`config.mk`:
```
export PLATFORM = sky130hd
export DESIGN_NAME = cnn_frame_ctrl
export DESIGN_NICKNAME = d
export VERILOG_FILES = /design/src/rtl/cnn_frame_ctrl.sv
export SDC_FILE = /design/constraint.sdc
export NUM_CORES = 1
export LEC_CHECK = 0
export ABC_AREA = 1
export BUFFER_PORTS_ARGS = -buffer_cell sky130_fd_sc_hd__buf_2
export CAP_MARGIN = 20
export CORE_MARGIN = 2
export CORE_UTILIZATION = 56
export CTS_BUF_LIST = sky130_fd_sc_hd__clkbuf_8
export DETAILED_ROUTE_END_ITERATION = 8
export PLACE_DENSITY = 0.95
export SLEW_MARGIN = 20
export SYNTH_ARGS = -nofsm -noshare
export SYNTH_HDL_FRONTEND = slang
export SYNTH_SLANG_ARGS = --single-unit
export TNS_END_PERCENT = 30
```
`constraint.sdc`:
```
create_clock -name clk -period 3.46 [get_ports clk]
set_input_delay 0.346 -clock clk [delete_from_list [all_inputs] [get_ports clk]]
set_output_delay 0.346 -clock clk [all_outputs]
set_load 0.01 [all_outputs]
```
`src/rtl/cnn_frame_ctrl.sv`:
```
// Frame sequencer: streams one IX x IX input map from the frame buffer into the conv core and
// writes the core's output pixels to the output buffer. Drain timeout: CNN_FRAME_CTRL_TIMEOUT_EN.
module cnn_frame_ctrl #(
  parameter int unsigned I_F_BW = 8,
  parameter int unsigned CI     = 1,
  parameter int unsigned CO     = 3,
  parameter int unsigned O_F_BW = 20,
  parameter int unsigned IX     = 28,
  parameter int unsigned KX     = 5,
  parameter int unsigned N_OUT  = (IX - KX + 1) * (IX - KX + 1),
  parameter int unsigned RA_BW  = $clog2(IX * IX),
  parameter int unsigned WA_BW  = $clog2(N_OUT),
  parameter int unsigned TO_CYC = 64
) (
  input  logic                   clk,
  input  logic                   reset_n,
  input  logic                   i_start,
  input  logic                   i_abort,
  output logic                   o_busy,
  output logic                   o_done,
  output logic                   o_err,
  output logic                   o_rd_en,
  output logic [RA_BW-1:0]       o_rd_addr,
  input  logic [CI*I_F_BW-1:0]   i_rd_data,
  output logic                   o_core_valid,
  output logic [CI*I_F_BW-1:0]   o_core_fmap,
  input  logic                   i_core_valid,
  input  logic [CO*O_F_BW-1:0]   i_core_fmap,
  output logic                   o_wr_en,
  output logic [WA_BW-1:0]       o_wr_addr,
  output logic [CO*O_F_BW-1:0]   o_wr_data
);

  localparam logic [RA_BW-1:0] RdLast  = RA_BW'(IX * IX - 1);
  localparam logic [RA_BW-1:0] RdTotal = RA_BW'(IX * IX);
  localparam logic [WA_BW-1:0] WrLast  = WA_BW'(N_OUT - 1);
  localparam logic [WA_BW-1:0] WrTotal = WA_BW'(N_OUT);

  typedef enum logic [1:0] {StIdle, StRun, StDrain, StDone} state_e;

  state_e                state_q;
  logic [RA_BW-1:0]      rd_cnt_q;
  logic [WA_BW-1:0]      wr_cnt_q;
  logic                  rd_en_q;
  logic                  core_valid_q;
  logic                  wr_en_q;
  logic [WA_BW-1:0]      wr_addr_q;
  logic [CO*O_F_BW-1:0]  wr_data_q;
  logic                  done_q;

  logic wr_take;
  logic wr_done_next;
  logic to_expired;

  // Outputs arriving after the last expected write are dropped.
  assign wr_take      = i_core_valid && (wr_cnt_q != WrTotal);
  assign wr_done_next = (wr_cnt_q == WrTotal) || (wr_take && (wr_cnt_q == WrLast));

  always_ff @(posedge clk or negedge reset_n) begin
    if (!reset_n) begin
      state_q      <= StIdle;
      rd_cnt_q     <= '0;
      wr_cnt_q     <= '0;
      rd_en_q      <= 1'b0;
      core_valid_q <= 1'b0;
      wr_en_q      <= 1'b0;
      wr_addr_q    <= '0;
      wr_data_q    <= '0;
      done_q       <= 1'b0;
    end else begin
      core_valid_q <= rd_en_q;
      wr_en_q      <= 1'b0;
      done_q       <= 1'b0;
      unique case (state_q)
        StIdle: begin
          if (i_start) begin
            state_q  <= StRun;
            rd_en_q  <= 1'b1;
            rd_cnt_q <= '0;
            wr_cnt_q <= '0;
          end
        end
        StRun, StDrain: begin
          if (i_abort) begin
            // Kill the in-flight read as well as any pending write.
            state_q      <= StIdle;
            rd_en_q      <= 1'b0;
            core_valid_q <= 1'b0;
            rd_cnt_q     <= '0;
            wr_cnt_q     <= '0;
          end else begin
            if (wr_take) begin
              wr_en_q   <= 1'b1;
              wr_addr_q <= wr_cnt_q;
              wr_data_q <= i_core_fmap;
              wr_cnt_q  <= wr_cnt_q + 1'b1;
            end
            if (state_q == StRun) begin
              if (rd_cnt_q != RdTotal) begin
                rd_cnt_q <= rd_cnt_q + 1'b1;
              end
              if (rd_cnt_q == RdLast) begin
                rd_en_q <= 1'b0;
                if (wr_done_next) begin
                  state_q <= StDone;
                  done_q  <= 1'b1;
                end else begin
                  state_q <= StDrain;
                end
              end
            end else if (wr_done_next || to_expired) begin
              state_q <= StDone;
              done_q  <= 1'b1;
            end
          end
        end
        StDone: begin
          state_q <= StIdle;
        end
        default: begin
          state_q <= StIdle;
        end
      endcase
    end
  end

`ifdef CNN_FRAME_CTRL_TIMEOUT_EN
  localparam int unsigned ToW = $clog2(TO_CYC + 1);
  localparam logic [ToW-1:0] ToLast = ToW'(TO_CYC - 1);

  logic [ToW-1:0] to_cnt_q;
  logic           err_q;

  // Fires on the TO_CYC-th consecutive quiet cycle counted from the last core output.
  assign to_expired = (state_q == StDrain) && !i_core_valid && (to_cnt_q == ToLast);

  always_ff @(posedge clk or negedge reset_n) begin
    if (!reset_n) begin
      to_cnt_q <= '0;
    end else if ((state_q != StDrain) || i_core_valid) begin
      to_cnt_q <= '0;
    end else if (!to_expired) begin
      to_cnt_q <= to_cnt_q + 1'b1;
    end
  end

  always_ff @(posedge clk or negedge reset_n) begin
    if (!reset_n) begin
      err_q <= 1'b0;
    end else if ((state_q == StIdle) && i_start) begin
      err_q <= 1'b0;
    end else if (to_expired && !i_abort) begin
      err_q <= 1'b1;
    end
  end

  assign o_err = err_q;
`else
  assign to_expired = 1'b0;
  assign o_err      = 1'b0;
`endif

  assign o_busy       = (state_q == StRun) || (state_q == StDrain);
  assign o_done       = done_q;
  assign o_rd_en      = rd_en_q;
  assign o_rd_addr    = rd_en_q ? rd_cnt_q : '0;
  assign o_core_valid = core_valid_q;
  assign o_core_fmap  = core_valid_q ? i_rd_data : '0;
  assign o_wr_en      = wr_en_q;
  assign o_wr_addr    = wr_addr_q;
  assign o_wr_data    = wr_data_q;

endmodule

```
==> impl_metrics.sql, run 1 <==
INSERT INTO impl_metrics (metric_group, metric, value, unit) VALUES
('outcome', 'result_of_the_run', 'complete, no violations', ''),
('worst_setup_path', 'worst_path_most_repeated_cell', 'sky130_fd_sc_hd__nand2_1', ''),
('sta', 'final_min_period_over_clock_period', '75.9', '%'),
('worst_setup_path', 'worstSetupStartpointType', 'flop', ''),
('clocking', 'clk_transition_reported_paths', '0.09', 'ns'),
('finish', 'synthToLayoutAreaGrowth', '21.3', '%'),
('sta', 'timing_max_transition_violations_final', '0', ''),
('drt', 'drt_via_density', '5.21', ''),
('clocking', 'clock_tree_from_tritoncts', 'yes', ''),
('sta', 'layout_setup_ws', '0.834', 'ns'),
('synthesis', 'ys_ff_latch', '96', ''),
('power_and_ir_drop', 'p_leak', '3.26', 'nW'),
('worst_setup_path', 'critPathRequiredTime', '3.75', 'ns'),
('global_routing', 'largest_net_degree_at_the_start_of_global_routing', '80', ''),
('clocking', 'clock_sinks', '96', ''),
('clocking', 'numCtsBuffers', '9', ''),
('clocking', 'post_cts_hold_buffer_count', '0', ''),
('sta', 'final.setup.tns', '0', 'ns'),
('worst_setup_path', 'cpPeakStageDelay', '0.57', 'ns'),
('drt', 'routed_wire_length_per_instance', '13.5', 'um'),
('sta', 'setup_repair_after_global_routing_missed_its_margin', 'no', ''),
('worst_setup_path', 'cell_breakdown_of_the_critical_path', 'inv_1 -> ha_1 -> nand2_1 -> nor2_1 -> nand4_2 -> nand2_4 -> nor2_4 -> buf_4 -> nand2_1 -> nand2_1', ''),
('clocking', 'ctsResizeCount', '0', ''),
('floorplan', 'boundaryPins', '167', ''),
('worst_hold_path', 'min_path_type', 'input port to async pin', ''),
('clocking', 'clkLatencyLatePin', '0.37', 'ns'),
('floorplan', 'starting_density_of_the_core', '57.6', '%'),
('global_routing', 'grt_pass1_wl', '18400', 'um'),
('floorplan', 'core_area', '0.00818', 'sq mm'),
('worst_setup_path', 'setup.worst_path.class', 'flop to flop', ''),
('synthesis', 'synth.yosys.seq_area_share', '51.0', '%'),
('sta', 'max-slew-margin-rel', '35.0', '%'),
('worst_setup_path', 'worst_r2r_path_depth', '10', ''),
('drt', 'first_pass_iters', '6', ''),
('floorplan', 'floorplan.die_area', '0.00916', 'sq mm'),
('synthesis', 'synthesis.nets', '674', ''),
('floorplan', 'num_rows', '33', ''),
('drt', 'routed-via-count', '4420', ''),
('finish', 'n_fill_cell', '653', ''),
('drt', 'detail-route-antenna-nets', '0', ''),
('worst_setup_path', 'cp-end-kind', 'flop', ''),
('global_routing', 'grt_antenna_before_repair', '0', ''),
('power_and_ir_drop', 'peakVddDrop', '476', 'uV'),
('synthesis', 'synth_cell_type_count', '29', ''),
('power_and_ir_drop', 'powerDensity', '765', 'mW/mm^2'),
('sta', 'skew', '0.0136', 'ns'),
('clocking', 'root_buffer_cell', 'sky130_fd_sc_hd__clkbuf_8', ''),
('clocking', 'clockBufferDepth', '2', ''),
('finish', 'count_of_nets_after_finishing', '820', ''),
('clocking', 'h_tree_level_count', '3', ''),
('global_routing', 'grt_use_total', '25.7', '%'),
('sta', 'max_freq', '0.381', 'GHz'),
('worst_setup_path', 'critical_path.max_fanout', '66', ''),
('place', 'hpwl', '8140', 'um'),
('place', 'placement.io_buffers', '165', ''),
('synthesis', 'yosys_warnings', '0', ''),
('drt', 'detail_route.drc_violations', '0', ''),
('drt', 'routed_wirelength', '11500', 'um'),
('synthesis', 'syn_area', '0.00471', 'sq mm'),
('synthesis', 'synth_cells', '593', ''),
('place', 'pre_cts_slack', '0.910', 'ns'),
('finish', 'diode_count', '0', ''),
('job', 'drv.max_cap_violation_count', '0', ''),
('drt', 'drt-initial-drc-count', '338', ''),
('worst_setup_path', 'cp.arrival', '2.92', 'ns'),
('finish', 'post_route_cells_drive_above_1_share', '26.5', '%'),
('floorplan', 'floorplan_die_width', '95.7', 'um'),
('place', 'dpl.cell_count', '833', ''),
('finish', 'finalNonFillerCells', '849', ''),
('worst_setup_path', 'critPathSlowestCell', 'sky130_fd_sc_hd__buf_4', ''),
('sta', 'timing.final.hold_violations', '0', ''),
('sta', 'worst_pin_slew', '0.975', 'ns'),
('global_routing', 'first_global_vias', '4034', ''),
('sta', 'setup_viol_count_final', '0', ''),
('clocking', 'post-cts-setup-buffers', '0', ''),
('place', 'gpl_congestion', '0.937', ''),
('synthesis', 'syn_area_per_cell', '7.94', 'sq um'),
('global_routing', 'grt-ovfl-total', '0', ''),
('floorplan', 'die_h', '95.7', 'um'),
('sta', 'layout_min_cycle_time', '2.63', 'ns');
==> critical path: cells and delay by family (launching register included) <==
family	cells	cell delay (ns)
simple gates	7	1.24
buf+inv	2	0.68
flops	1	0.42
fa+ha+maj	1	0.21
==> worst paths after layout <==
check	startpoint	endpoint	slack, ns
worst min register to register	o_wr_addr[6]$_DFFE_PN0P_	o_wr_addr[6]$_DFFE_PN0P_	0.49
worst max-delay path	wr_cnt_q[0]$_DFFE_PN0P_	o_wr_data[27]$_DFFE_PN0P_	0.83
min in group clk	i_core_fmap[1]	o_wr_data[1]$_DFFE_PN0P_	0.18
worst max register to register	wr_cnt_q[0]$_DFFE_PN0P_	o_wr_data[27]$_DFFE_PN0P_	0.83
worst min-delay path	reset_n	o_wr_data[52]$_DFFE_PN0P_	0.14
max in group asynchronous	reset_n	o_wr_data[3]$_DFFE_PN0P_	2.58
==> layer usage <==
metal	vias up	track usage (%)	wire length, um
met2	205	42.8	5860
met5	-	0	0
met1	2021	32.9	4470
met4	0	11.9	371
li1	2159	-	-
met3	35	4.07	777
==> per-stage QoR <==
stage | power [mW] | util, % | hold WS, ns | cell area [sq um]
floorplan | 2.93 | - | 0.0504 | 4710
global placement | 3.48 | 67.2 | 0.473 | 5490
detailed placement | 3.58 | 67.2 | 0.474 | 5490
CTS | 4.39 | 69.8 | 0.170 | 5710
global route | 4.70 | 69.8 | 0.178 | 5710
finish | 4.36 | 69.8 | 0.140 | 5710
==> cell usage in the layout, fill, tap and decap left out, types with 2 or more instances in the layout <==
master,count
sky130_fd_sc_hd__ha_1,8
sky130_fd_sc_hd__inv_2,3
sky130_fd_sc_hd__o21ai_1,10
sky130_fd_sc_hd__nand2_1,227
sky130_fd_sc_hd__nor2_1,26
sky130_fd_sc_hd__nand2_4,2
sky130_fd_sc_hd__buf_4,5
sky130_fd_sc_hd__o21ai_0,72
sky130_fd_sc_hd__buf_2,164
sky130_fd_sc_hd__bufinv_16,2
sky130_fd_sc_hd__nor3b_1,2
sky130_fd_sc_hd__inv_1,48
sky130_fd_sc_hd__dfrtp_1,96
sky130_fd_sc_hd__o21a_1,8
sky130_fd_sc_hd__nand3_1,26
sky130_fd_sc_hd__xor2_1,2
sky130_fd_sc_hd__nand2_2,3
sky130_fd_sc_hd__nand4_1,17
sky130_fd_sc_hd__nor2_4,2
sky130_fd_sc_hd__clkbuf_8,9
sky130_fd_sc_hd__clkinvlp_4,3
==> flip-flops by register name, summed over array words and instances (netlist names) <==
| register | count |
|---|---|
| o_wr_data | 60 |
| o_done | 1 |
| o_core_valid | 1 |
| o_wr_addr | 10 |
| o_rd_en | 1 |
| rd_cnt_q | 10 |
| o_wr_en | 1 |
| state_q | 2 |
| wr_cnt_q | 10 |
==> report_power, final <==
part / switching [mW] / leakage, nW / internal [mW] / total, mW
registers: 0.242 / 1.23 / 1.53 / 1.77
clock network: 0.395 / 0.103 / 0.407 / 0.802
logic: 1.16 / 1.92 / 0.632 / 1.79
total: 1.80 / 3.26 / 2.57 / 4.36
==> cells by family (layout without fill, tap and decap cells) <==
family / after synthesis / in the layout / share of synthesized area (%)
adders and majority gates: 8 / 8 / 2.13
xor gates and xnor gates: 3 / 3 / 0.558
buffers and inverters: 84 / 235 / 8.40
and+or+nand+nor: 308 / 308 / 27.4
other: 1 / 1 / 0.0796
DFF: 96 / 96 / 51.0
AOI/OAI and AO/OA: 93 / 93 / 10.4
==> layout make-up <==
| cell class | instances | area, sq um | area share [%] |
|---|---|---|---|
| Timing Repair Buffer | 169 | 858 | 15.0 |
| Clock inverter | 7 | 95.1 | 1.67 |
| Multi-Input combinational cell | 413 | 1910 | 33.5 |
| Sequential cell | 96 | 2400 | 42.1 |
| Tap cell | 105 | 131 | 2.30 |
| Inverter | 50 | 188 | 3.29 |
| Clock buffer | 9 | 124 | 2.17 |
==> Yosys cell counts <==
library cell	instances	area [sq um]
sky130_fd_sc_hd__xor2_1	2	17.5
sky130_fd_sc_hd__nor2_4	2	22.5
sky130_fd_sc_hd__o21ai_1	10	50.1
sky130_fd_sc_hd__inv_2	3	11.3
sky130_fd_sc_hd__o21a_1	8	60.1
sky130_fd_sc_hd__o21bai_1	1	7.51
sky130_fd_sc_hd__nor3b_1	2	15.0
sky130_fd_sc_hd__inv_1	47	176
sky130_fd_sc_hd__nand2_1	227	852
sky130_fd_sc_hd__buf_6	5	56.3
sky130_fd_sc_hd__a21oi_1	1	5.00
sky130_fd_sc_hd__clkbuf_1	9	33.8
sky130_fd_sc_hd__buf_4	7	52.6
sky130_fd_sc_hd__nand2_4	2	22.5
sky130_fd_sc_hd__buf_2	12	60.1
sky130_fd_sc_hd__nor2_1	26	97.6
sky130_fd_sc_hd__nand3_1	26	130
sky130_fd_sc_hd__or2_2	1	6.26
sky130_fd_sc_hd__nand4_2	1	12.5
sky130_fd_sc_hd__clkbuf_2	1	5.00
sky130_fd_sc_hd__nand2_2	3	18.8
sky130_fd_sc_hd__dfrtp_1	96	2400
sky130_fd_sc_hd__ha_1	8	100
sky130_fd_sc_hd__nand4_1	17	106
sky130_fd_sc_hd__conb_1	1	3.75
sky130_fd_sc_hd__xnor2_1	1	8.76
sky130_fd_sc_hd__nor2_2	1	6.26
sky130_fd_sc_hd__a21boi_0	1	7.51
sky130_fd_sc_hd__o21ai_0	72	360
(Power assumes the default switching activity.)
==> run 2, diff against run 1 <==
--- a/config.mk
+++ b/config.mk
@@ -9,10 +9,10 @@
 export BUFFER_PORTS_ARGS = -buffer_cell sky130_fd_sc_hd__buf_2
 export CAP_MARGIN = 20
 export CORE_MARGIN = 2
-export CORE_UTILIZATION = 56
+export CORE_UTILIZATION = 47
 export CTS_BUF_LIST = sky130_fd_sc_hd__clkbuf_8
 export DETAILED_ROUTE_END_ITERATION = 8
-export PLACE_DENSITY = 0.95
+export PLACE_DENSITY = 0.88
 export SLEW_MARGIN = 20
 export SYNTH_ARGS = -nofsm -noshare
 export SYNTH_HDL_FRONTEND = slang
==> constraint.sdc (replaced) <==
create_clock -name clk -period 2.3 [get_ports clk]
set_input_delay 0.23 -clock clk [delete_from_list [all_inputs] [get_ports clk]]
set_output_delay 0.23 -clock clk [all_outputs]
set_load 0.01 [all_outputs]
==> impl_metrics.sql, run 2 (synthesis gave the netlist of run 1 again) <==
INSERT INTO impl_metrics (metric_group, metric, value, unit) VALUES
('finish', 'final_common_cell', 'sky130_fd_sc_hd__nand2_1', ''),
('finish', 'largest_reg_flops', '60', ''),
('clocking', 'ctsResizeCount', '0', ''),
('clocking', 'post-cts-setup-buffers', '0', ''),
('clocking', 'clockBufferDepth', '2', ''),
('finish', 'count_of_nets_after_finishing', '825', ''),
('worst_setup_path', 'cp-end-kind', 'flop', ''),
('finish', 'post_route_cells_drive_above_1_share', '26.8', '%'),
('outcome', 'result_of_the_run', 'complete, no violations', ''),
('worst_setup_path', 'critical_path.max_fanout', '21', ''),
('clocking', 'h_tree_level_count', '3', ''),
('worst_setup_path', 'crit-reg2reg-capture', 'wr_cnt_q[3]$_DFFE_PN0P_', ''),
('worst_setup_path', 'worstSetupStartpointType', 'flop', ''),
('clocking', 'numCtsBuffers', '9', ''),
('worst_setup_path', 'worst-r2r-setup-slack', '0.27', 'ns'),
('worst_setup_path', 'r2r_start', 'state_q[0]$_DFFE_PN0P_', ''),
('job', 'drv.max_cap_violation_count', '0', ''),
('worst_setup_path', 'critPathRequiredTime', '2.55', 'ns'),
('global_routing', 'grt_antenna_before_repair', '0', ''),
('worst_hold_path', 'hold_end', 'o_wr_data[31]$_DFFE_PN0P_', ''),
('drt', 'detail_route.drc_violations', '0', ''),
('finish', 'finalNonFillerCells', '882', ''),
('drt', 'drt-initial-drc-count', '190', ''),
('place', 'hpwl', '8080', 'um'),
('sta', 'final.setup.tns', '0', 'ns'),
('power_and_ir_drop', 'powerDensity', '1100', 'mW/mm^2'),
('place', 'placement.io_buffers', '165', ''),
('clocking', 'clock_sinks', '96', ''),
('floorplan', 'num_rows', '36', ''),
('clocking', 'clk_transition_reported_paths', '0.10', 'ns'),
('worst_hold_path', 'min_path_type', 'input port to flop', ''),
('sta', 'timing_max_transition_violations_final', '0', ''),
('floorplan', 'die_h', '104', 'um'),
('sta', 'setup_viol_count_final', '0', ''),
('floorplan', 'floorplan.die_area', '0.0108', 'sq mm'),
('floorplan', 'floorplan_die_width', '104', 'um'),
('worst_setup_path', 'setup.worst_path.class', 'flop to flop', ''),
('power_and_ir_drop', 'p_leak', '3.27', 'nW'),
('drt', 'drt_via_density', '4.92', ''),
('drt', 'routed-via-count', '4342', ''),
('drt', 'routed_wirelength', '11100', 'um'),
('sta', 'layout_min_cycle_time', '2.03', 'ns'),
('clocking', 'clock_tree_from_tritoncts', 'yes', ''),
('power_and_ir_drop', 'peakVddDrop', '630', 'uV'),
('worst_setup_path', 'cp.arrival', '2.28', 'ns'),
('sta', 'final_min_period_over_clock_period', '88.3', '%'),
('global_routing', 'largest_net_degree_at_the_start_of_global_routing', '56', ''),
('floorplan', 'boundaryPins', '167', ''),
('place', 'gpl_congestion', '0.894', ''),
('finish', 'synthToLayoutAreaGrowth', '22.8', '%'),
('drt', 'first_pass_iters', '5', ''),
('worst_setup_path', 'worst_r2r_path_depth', '9', ''),
('worst_hold_path', 'timing.hold.worst.start', 'i_core_fmap[31]', ''),
('sta', 'timing.final.hold_violations', '0', ''),
('finish', 'multi_input_gate_area_in_the_final_layout', '0.00191', 'sq mm'),
('global_routing', 'first_global_vias', '4010', ''),
('finish', 'final_cell_mix', 'sky130_fd_sc_hd__nand2_1 (227), sky130_fd_sc_hd__buf_2 (164), sky130_fd_sc_hd__dfrtp_1 (96)', ''),
('clocking', 'root_buffer_cell', 'sky130_fd_sc_hd__clkbuf_8', ''),
('clocking', 'clkLatencyLatePin', '0.36', 'ns'),
('sta', 'max_freq', '0.493', 'GHz'),
('place', 'dpl.cell_count', '865', ''),
('finish', 'diode_count', '0', ''),
('floorplan', 'core_area', '0.00973', 'sq mm'),
('drt', 'routed_wire_length_per_instance', '12.6', 'um'),
('global_routing', 'grt_pass1_wl', '18700', 'um'),
('global_routing', 'grt-ovfl-total', '0', ''),
('finish', 'n_fill_cell', '883', ''),
('floorplan', 'starting_density_of_the_core', '48.4', '%'),
('worst_hold_path', 'hold_depth', '3', ''),
('finish', 'sequential_cell_area', '0.00240', 'sq mm'),
('sta', 'setup_repair_after_global_routing_missed_its_margin', 'no', ''),
('drt', 'detail-route-antenna-nets', '0', ''),
('global_routing', 'grt_use_total', '20.8', '%'),
('sta', 'skew', '0.0165', 'ns');
run 2: cell type report:
cell class | count | area share [%]
clock buffer | 9 | 2.14
clock inverter | 7 | 0.952
inverter | 50 | 3.25
multi-input combinational | 413 | 33.0
sequential | 96 | 41.5
tap | 133 | 2.88
timing repair buffer | 174 | 16.2
run 2: worst max-delay path, stage by stage, from the launching register on:
cell	delay, ns
sky130_fd_sc_hd__dfrtp_1	0.40
sky130_fd_sc_hd__inv_1	0.08
sky130_fd_sc_hd__ha_1	0.34
sky130_fd_sc_hd__buf_4	0.23
sky130_fd_sc_hd__o21ai_1	0.31
sky130_fd_sc_hd__inv_1	0.18
sky130_fd_sc_hd__nand3_1	0.11
sky130_fd_sc_hd__nand2_1	0.11
sky130_fd_sc_hd__nand3_1	0.10
sky130_fd_sc_hd__nand2_1	0.05
run 2: power breakdown:
| group | internal (mW) | switching [mW] | total [mW] |
|---|---|---|---|
| combinational | 1.00 | 1.73 | 2.73 |
| clock | 0.402 | 0.605 | 1.01 |
| sequential | 2.30 | 0.351 | 2.65 |
run 2: metal layers:
| layer | GRT usage (%) | vias up | wire, um |
|---|---|---|---|
| li1 | - | 2172 | - |
| met2 | 35.1 | 170 | 5550 |
| met3 | 3.70 | 24 | 690 |
| met5 | 0 | - | 0 |
| met1 | 26.5 | 1976 | 4630 |
| met4 | 8.59 | 0 | 273 |
run 2: stage by stage:
step	power, mW	hold WS [ns]	utilization [%]	instance area [sq um]	setup slack [ns]
6_report	6.39	0.0575	59.4	5780	0.270
5_1_grt	6.92	0.0501	59.4	5780	0.0332
4_1_cts	6.44	0.0429	59.4	5780	0.286
3_5_place_dp	5.43	0.224	57.5	5590	0.303
3_3_place_gp	5.33	0.222	57.5	5590	0.376
2_1_floorplan	4.41	-0.0656	-	4710	0.618
run 2: worst max-delay path by stage:
stage                            start  depth (start not counted)  slack, ns                   endpoint
6_report        state_q[0]$_DFFE_PN0P_                          9       0.27    wr_cnt_q[3]$_DFFE_PN0P_
5_1_grt        wr_cnt_q[0]$_DFFE_PN0P_                          9       0.03  o_wr_data[41]$_DFFE_PN0P_
4_1_cts         state_q[0]$_DFFE_PN0P_                          9       0.29    wr_cnt_q[3]$_DFFE_PN0P_
3_5_place_dp    state_q[0]$_DFFE_PN0P_                          9       0.30    wr_cnt_q[9]$_DFFE_PN0P_
3_3_place_gp   wr_cnt_q[0]$_DFFE_PN0P_                          9       0.38  o_wr_data[10]$_DFFE_PN0P_
2_1_floorplan   state_q[0]$_DFFE_PN0P_                         10       0.62    rd_cnt_q[5]$_DFFE_PN0P_
run 2: repair_timing:
item	in CTS	in global routing
hold buffers	1	0
setup endpoints to repair	0	0
hold endpoints to repair	36	0
==> run 3, diff against run 2 <==
--- a/config.mk
+++ b/config.mk
@@ -5,11 +5,10 @@
 export SDC_FILE = /design/constraint.sdc
 export NUM_CORES = 1
 export LEC_CHECK = 0
-export ABC_AREA = 1
 export BUFFER_PORTS_ARGS = -buffer_cell sky130_fd_sc_hd__buf_2
 export CAP_MARGIN = 20
 export CORE_MARGIN = 2
-export CORE_UTILIZATION = 47
+export CORE_UTILIZATION = 46
 export CTS_BUF_LIST = sky130_fd_sc_hd__clkbuf_8
 export DETAILED_ROUTE_END_ITERATION = 8
 export PLACE_DENSITY = 0.88
==> impl_metrics.sql, run 3 <==
INSERT INTO impl_metrics (metric_group, metric, value, unit) VALUES
('outcome', 'result_of_the_run', 'complete, no violations', ''),
('sta', 'skew', '0.0135', 'ns'),
('floorplan', 'floorplan.die_area', '0.0102', 'sq mm'),
('clocking', 'root_buffer_cell', 'sky130_fd_sc_hd__clkbuf_8', ''),
('finish', 'count_of_nets_after_finishing', '720', ''),
('synthesis', 'synth_top_flop_cell', 'sky130_fd_sc_hd__dfrtp_1', ''),
('clocking', 'clkLatencyLatePin', '0.36', 'ns'),
('finish', 'synthToLayoutAreaGrowth', '25.9', '%'),
('floorplan', 'core_area', '0.00920', 'sq mm'),
('place', 'gpl_congestion', '0.837', ''),
('global_routing', 'grt_use_total', '19.3', '%'),
('clocking', 'clk_transition_reported_paths', '0.10', 'ns'),
('drt', 'first_pass_iters', '4', ''),
('sta', 'max-slew-margin-rel', '57.4', '%'),
('drt', 'detail_route.drc_violations', '0', ''),
('sta', 'setup_repair_after_global_routing_missed_its_margin', 'no', ''),
('global_routing', 'grt_antenna_before_repair', '0', ''),
('drt', 'detail-route-antenna-nets', '0', ''),
('synthesis', 'synthTopCellsByArea', 'sky130_fd_sc_hd__dfrtp_1 (56%), sky130_fd_sc_hd__nand2_1 (19%), sky130_fd_sc_hd__and2_1 (2.7%)', ''),
('sta', 'layout_min_cycle_time', '2.12', 'ns'),
('finish', 'post_route_cells_drive_above_1_share', '31.4', '%'),
('clocking', 'clock_sinks', '96', ''),
('drt', 'routed-via-count', '3729', ''),
('worst_setup_path', 'timing.critical_path.to', 'rd_cnt_q[9]$_DFFE_PN0P_', ''),
('finish', 'diode_count', '0', ''),
('finish', 'final_core_utilization', '59.2', '%'),
('synthesis', 'syn_area', '0.00433', 'sq mm'),
('floorplan', 'die_h', '101', 'um'),
('synthesis', 'synthArstFlopShare', '100', '%'),
('synthesis', 'netlist_top_cells_count', 'sky130_fd_sc_hd__nand2_1 (215), sky130_fd_sc_hd__dfrtp_1 (96), sky130_fd_sc_hd__and2_1 (19)', ''),
('sta', 'max_freq', '0.473', 'GHz'),
('global_routing', 'largest_net_degree_at_the_start_of_global_routing', '74', ''),
('power_and_ir_drop', 'powerDensity', '1140', 'mW/mm^2'),
('drt', 'drt-initial-drc-count', '153', ''),
('synthesis', 'yosys.area.top_type_share', '55.5', '%'),
('synthesis', 'most_common_cell_in_the_netlist', 'sky130_fd_sc_hd__nand2_1', ''),
('synthesis', 'synth_cells', '477', ''),
('drt', 'routed_wire_length_per_instance', '13.1', 'um'),
('worst_setup_path', 'critPathSlowestCell', 'sky130_fd_sc_hd__dfrtp_1', ''),
('power_and_ir_drop', 'p_leak', '3.07', 'nW'),
('worst_setup_path', 'setup.worst_path.class', 'flop to flop', ''),
('worst_setup_path', 'worst-r2r-setup-slack', '0.18', 'ns'),
('worst_setup_path', 'worstSetupStartpointType', 'flop', ''),
('finish', 'largest_reg_flops', '60', ''),
('clocking', 'h_tree_level_count', '3', ''),
('global_routing', 'grt-ovfl-total', '0', ''),
('floorplan', 'boundaryPins', '167', ''),
('synthesis', 'synth_largest_area_cell', 'sky130_fd_sc_hd__dfrtp_1', ''),
('clocking', 'post-cts-setup-buffers', '0', ''),
('floorplan', 'starting_density_of_the_core', '47.0', '%'),
('worst_setup_path', 'cp.arrival', '2.40', 'ns'),
('worst_setup_path', 'cp-startpoint', 'state_q[0]$_DFFE_PN0P_', ''),
('drt', 'routed_wirelength', '9870', 'um'),
('place', 'placement.io_buffers', '165', ''),
('synthesis', 'synth_cell_type_count', '46', ''),
('clocking', 'clockBufferDepth', '2', ''),
('synthesis', 'yosys_warnings', '0', ''),
('finish', 'final_cell_mix', 'sky130_fd_sc_hd__nand2_1 (215), sky130_fd_sc_hd__buf_2 (164), sky130_fd_sc_hd__dfrtp_1 (96)', ''),
('worst_setup_path', 'r2r_start', 'state_q[0]$_DFFE_PN0P_', ''),
('clocking', 'clock_tree_from_tritoncts', 'yes', ''),
('sta', 'final_min_period_over_clock_period', '92.0', '%'),
('power_and_ir_drop', 'peakVddDrop', '473', 'uV'),
('worst_hold_path', 'min_path_type', 'input port to flop', ''),
('drt', 'drt_via_density', '4.94', ''),
('synthesis', 'ys_ff_latch', '96', ''),
('synthesis', 'synth-edff-count', '0', ''),
('synthesis', 'synth.yosys.seq_area_share', '55.5', '%'),
('synthesis', 'synthesis.nets', '558', ''),
('worst_setup_path', 'cell_breakdown_of_the_critical_path', 'inv_1 -> ha_1 -> buf_4 -> mux2_4 -> o21a_2 -> nand4_2 -> or3_1 -> a21oi_1', ''),
('worst_setup_path', 'critical_path.max_fanout', '7', ''),
('place', 'hpwl', '7130', 'um'),
('worst_setup_path', 'critPathRequiredTime', '2.59', 'ns'),
('worst_setup_path', 'crit-reg2reg-capture', 'rd_cnt_q[9]$_DFFE_PN0P_', ''),
('sta', 'timing_max_transition_violations_final', '0', ''),
('worst_setup_path', 'cp-end-kind', 'flop', ''),
('worst_setup_path', 'cpPeakStageDelay', '0.40', 'ns'),
('finish', 'final_common_cell', 'sky130_fd_sc_hd__nand2_1', ''),
('job', 'drv.max_cap_violation_count', '0', ''),
('floorplan', 'num_rows', '35', ''),
('sta', 'timing.final.hold_violations', '0', ''),
('clocking', 'numCtsBuffers', '9', ''),
('global_routing', 'first_global_vias', '3515', ''),
('sta', 'setup_viol_count_final', '0', ''),
('global_routing', 'grt_pass1_wl', '15800', 'um'),
('floorplan', 'floorplan_die_width', '101', 'um'),
('worst_setup_path', 'worst_r2r_path_depth', '8', ''),
('sta', 'final.setup.tns', '0', 'ns'),
('sta', 'worst_pin_slew', '0.639', 'ns'),
('synthesis', 'syn_area_per_cell', '9.07', 'sq um');
==> run 3: cell count changes after synthesis, moves of 6 or more <==
cell	previous run	this run
sky130_fd_sc_hd__and2_1	0	19
sky130_fd_sc_hd__buf_2	12	6
sky130_fd_sc_hd__inv_1	47	10
sky130_fd_sc_hd__nand2_1	227	215
sky130_fd_sc_hd__nand3_1	26	9
sky130_fd_sc_hd__nand4_1	17	3
sky130_fd_sc_hd__nor2_1	26	14
sky130_fd_sc_hd__o21a_1	8	0
sky130_fd_sc_hd__o21ai_0	72	15
sky130_fd_sc_hd__o21ai_1	10	1
==> run 3: power by group <==
part           internal [mW]  switching [mW]  total, mW
logic                   1.00            1.55       2.56
registers               2.25           0.346       2.60
clock network          0.415           0.623       1.04
total                   3.67            2.52       6.19
==> run 3: area by class of cell <==
class / count / area [sq um]
fill: 816 / 3750
sequential: 96 / 2400
multi-input combinational: 348 / 1760
timing repair buffer: 173 / 916
tap: 111 / 139
clock buffer: 9 / 124
clock inverter: 7 / 60.1
inverter: 11 / 43.8
==> run 3: how the worst min path moves through the flow <==
stage | slack [ns] | depth (start not counted) | startpoint | to
floorplan | -0.07 | 0 | reset_n | o_core_valid$_DFF_PN0_
global placement | 0.28 | 1 | reset_n | o_wr_data[39]$_DFFE_PN0P_
detailed placement | 0.30 | 1 | reset_n | o_wr_data[39]$_DFFE_PN0P_
CTS | 0.03 | 3 | i_core_fmap[39] | o_wr_data[39]$_DFFE_PN0P_
global route | 0.04 | 3 | i_core_fmap[52] | o_wr_data[52]$_DFFE_PN0P_
finish | 0.05 | 3 | i_core_fmap[52] | o_wr_data[52]$_DFFE_PN0P_
==> run 3: worst max-delay path: cells and delay by family, from the launching register on <==
family,cells,cell delay [ns]
simple gates,2,0.54
flops,1,0.40
compound gates,2,0.37
fa+ha+maj,1,0.30
buf+inv,2,0.25
mux,1,0.19
==> run 3: metal layers <==
metal	global-route usage [%]	up-vias	part of all wire, %
met4	7.69	0	1.4
li1	-	1840	-
met3	3.68	11	5.4
met1	24.0	1757	44
met2	33.4	121	50
met5	0	-	0
==> run 3: what timing repair did <==
action | in CTS | in global routing
endpoints found under the setup margin | 0 | 70
hold buffers | 1 | 0
endpoints found under the hold margin | 48 | 0
gates resized for setup | 0 | 2
==> run 3: cells by family (layout without fill, tap and decap cells) <==
family,count (synthesis),in the layout,synth area share [%]
and+or+nand+nor,287,287,28.9
DFF,96,96,55.5
AOI/OAI and AO/OA,34,34,5.32
buffers and inverters,33,200,3.82
xor gates and xnor gates,11,11,2.23
adders and majority gates,8,8,2.31
muxes,7,7,1.82
other,1,1,0.0867
==> run 3: through the flow <==
stage	setup slack [ns]	cells	hold slack, ns	cell area [sq um]	power, mW
2_1_floorplan	0.403	477	-0.0656	4330	4.13
3_3_place_gp	0.221	738	0.279	5250	5.05
3_5_place_dp	0.106	738	0.296	5250	5.19
4_1_cts	0.0834	755	0.0287	5440	6.27
5_1_grt	0.0158	755	0.0390	5450	6.68
6_report	0.184	755	0.0501	5450	6.19
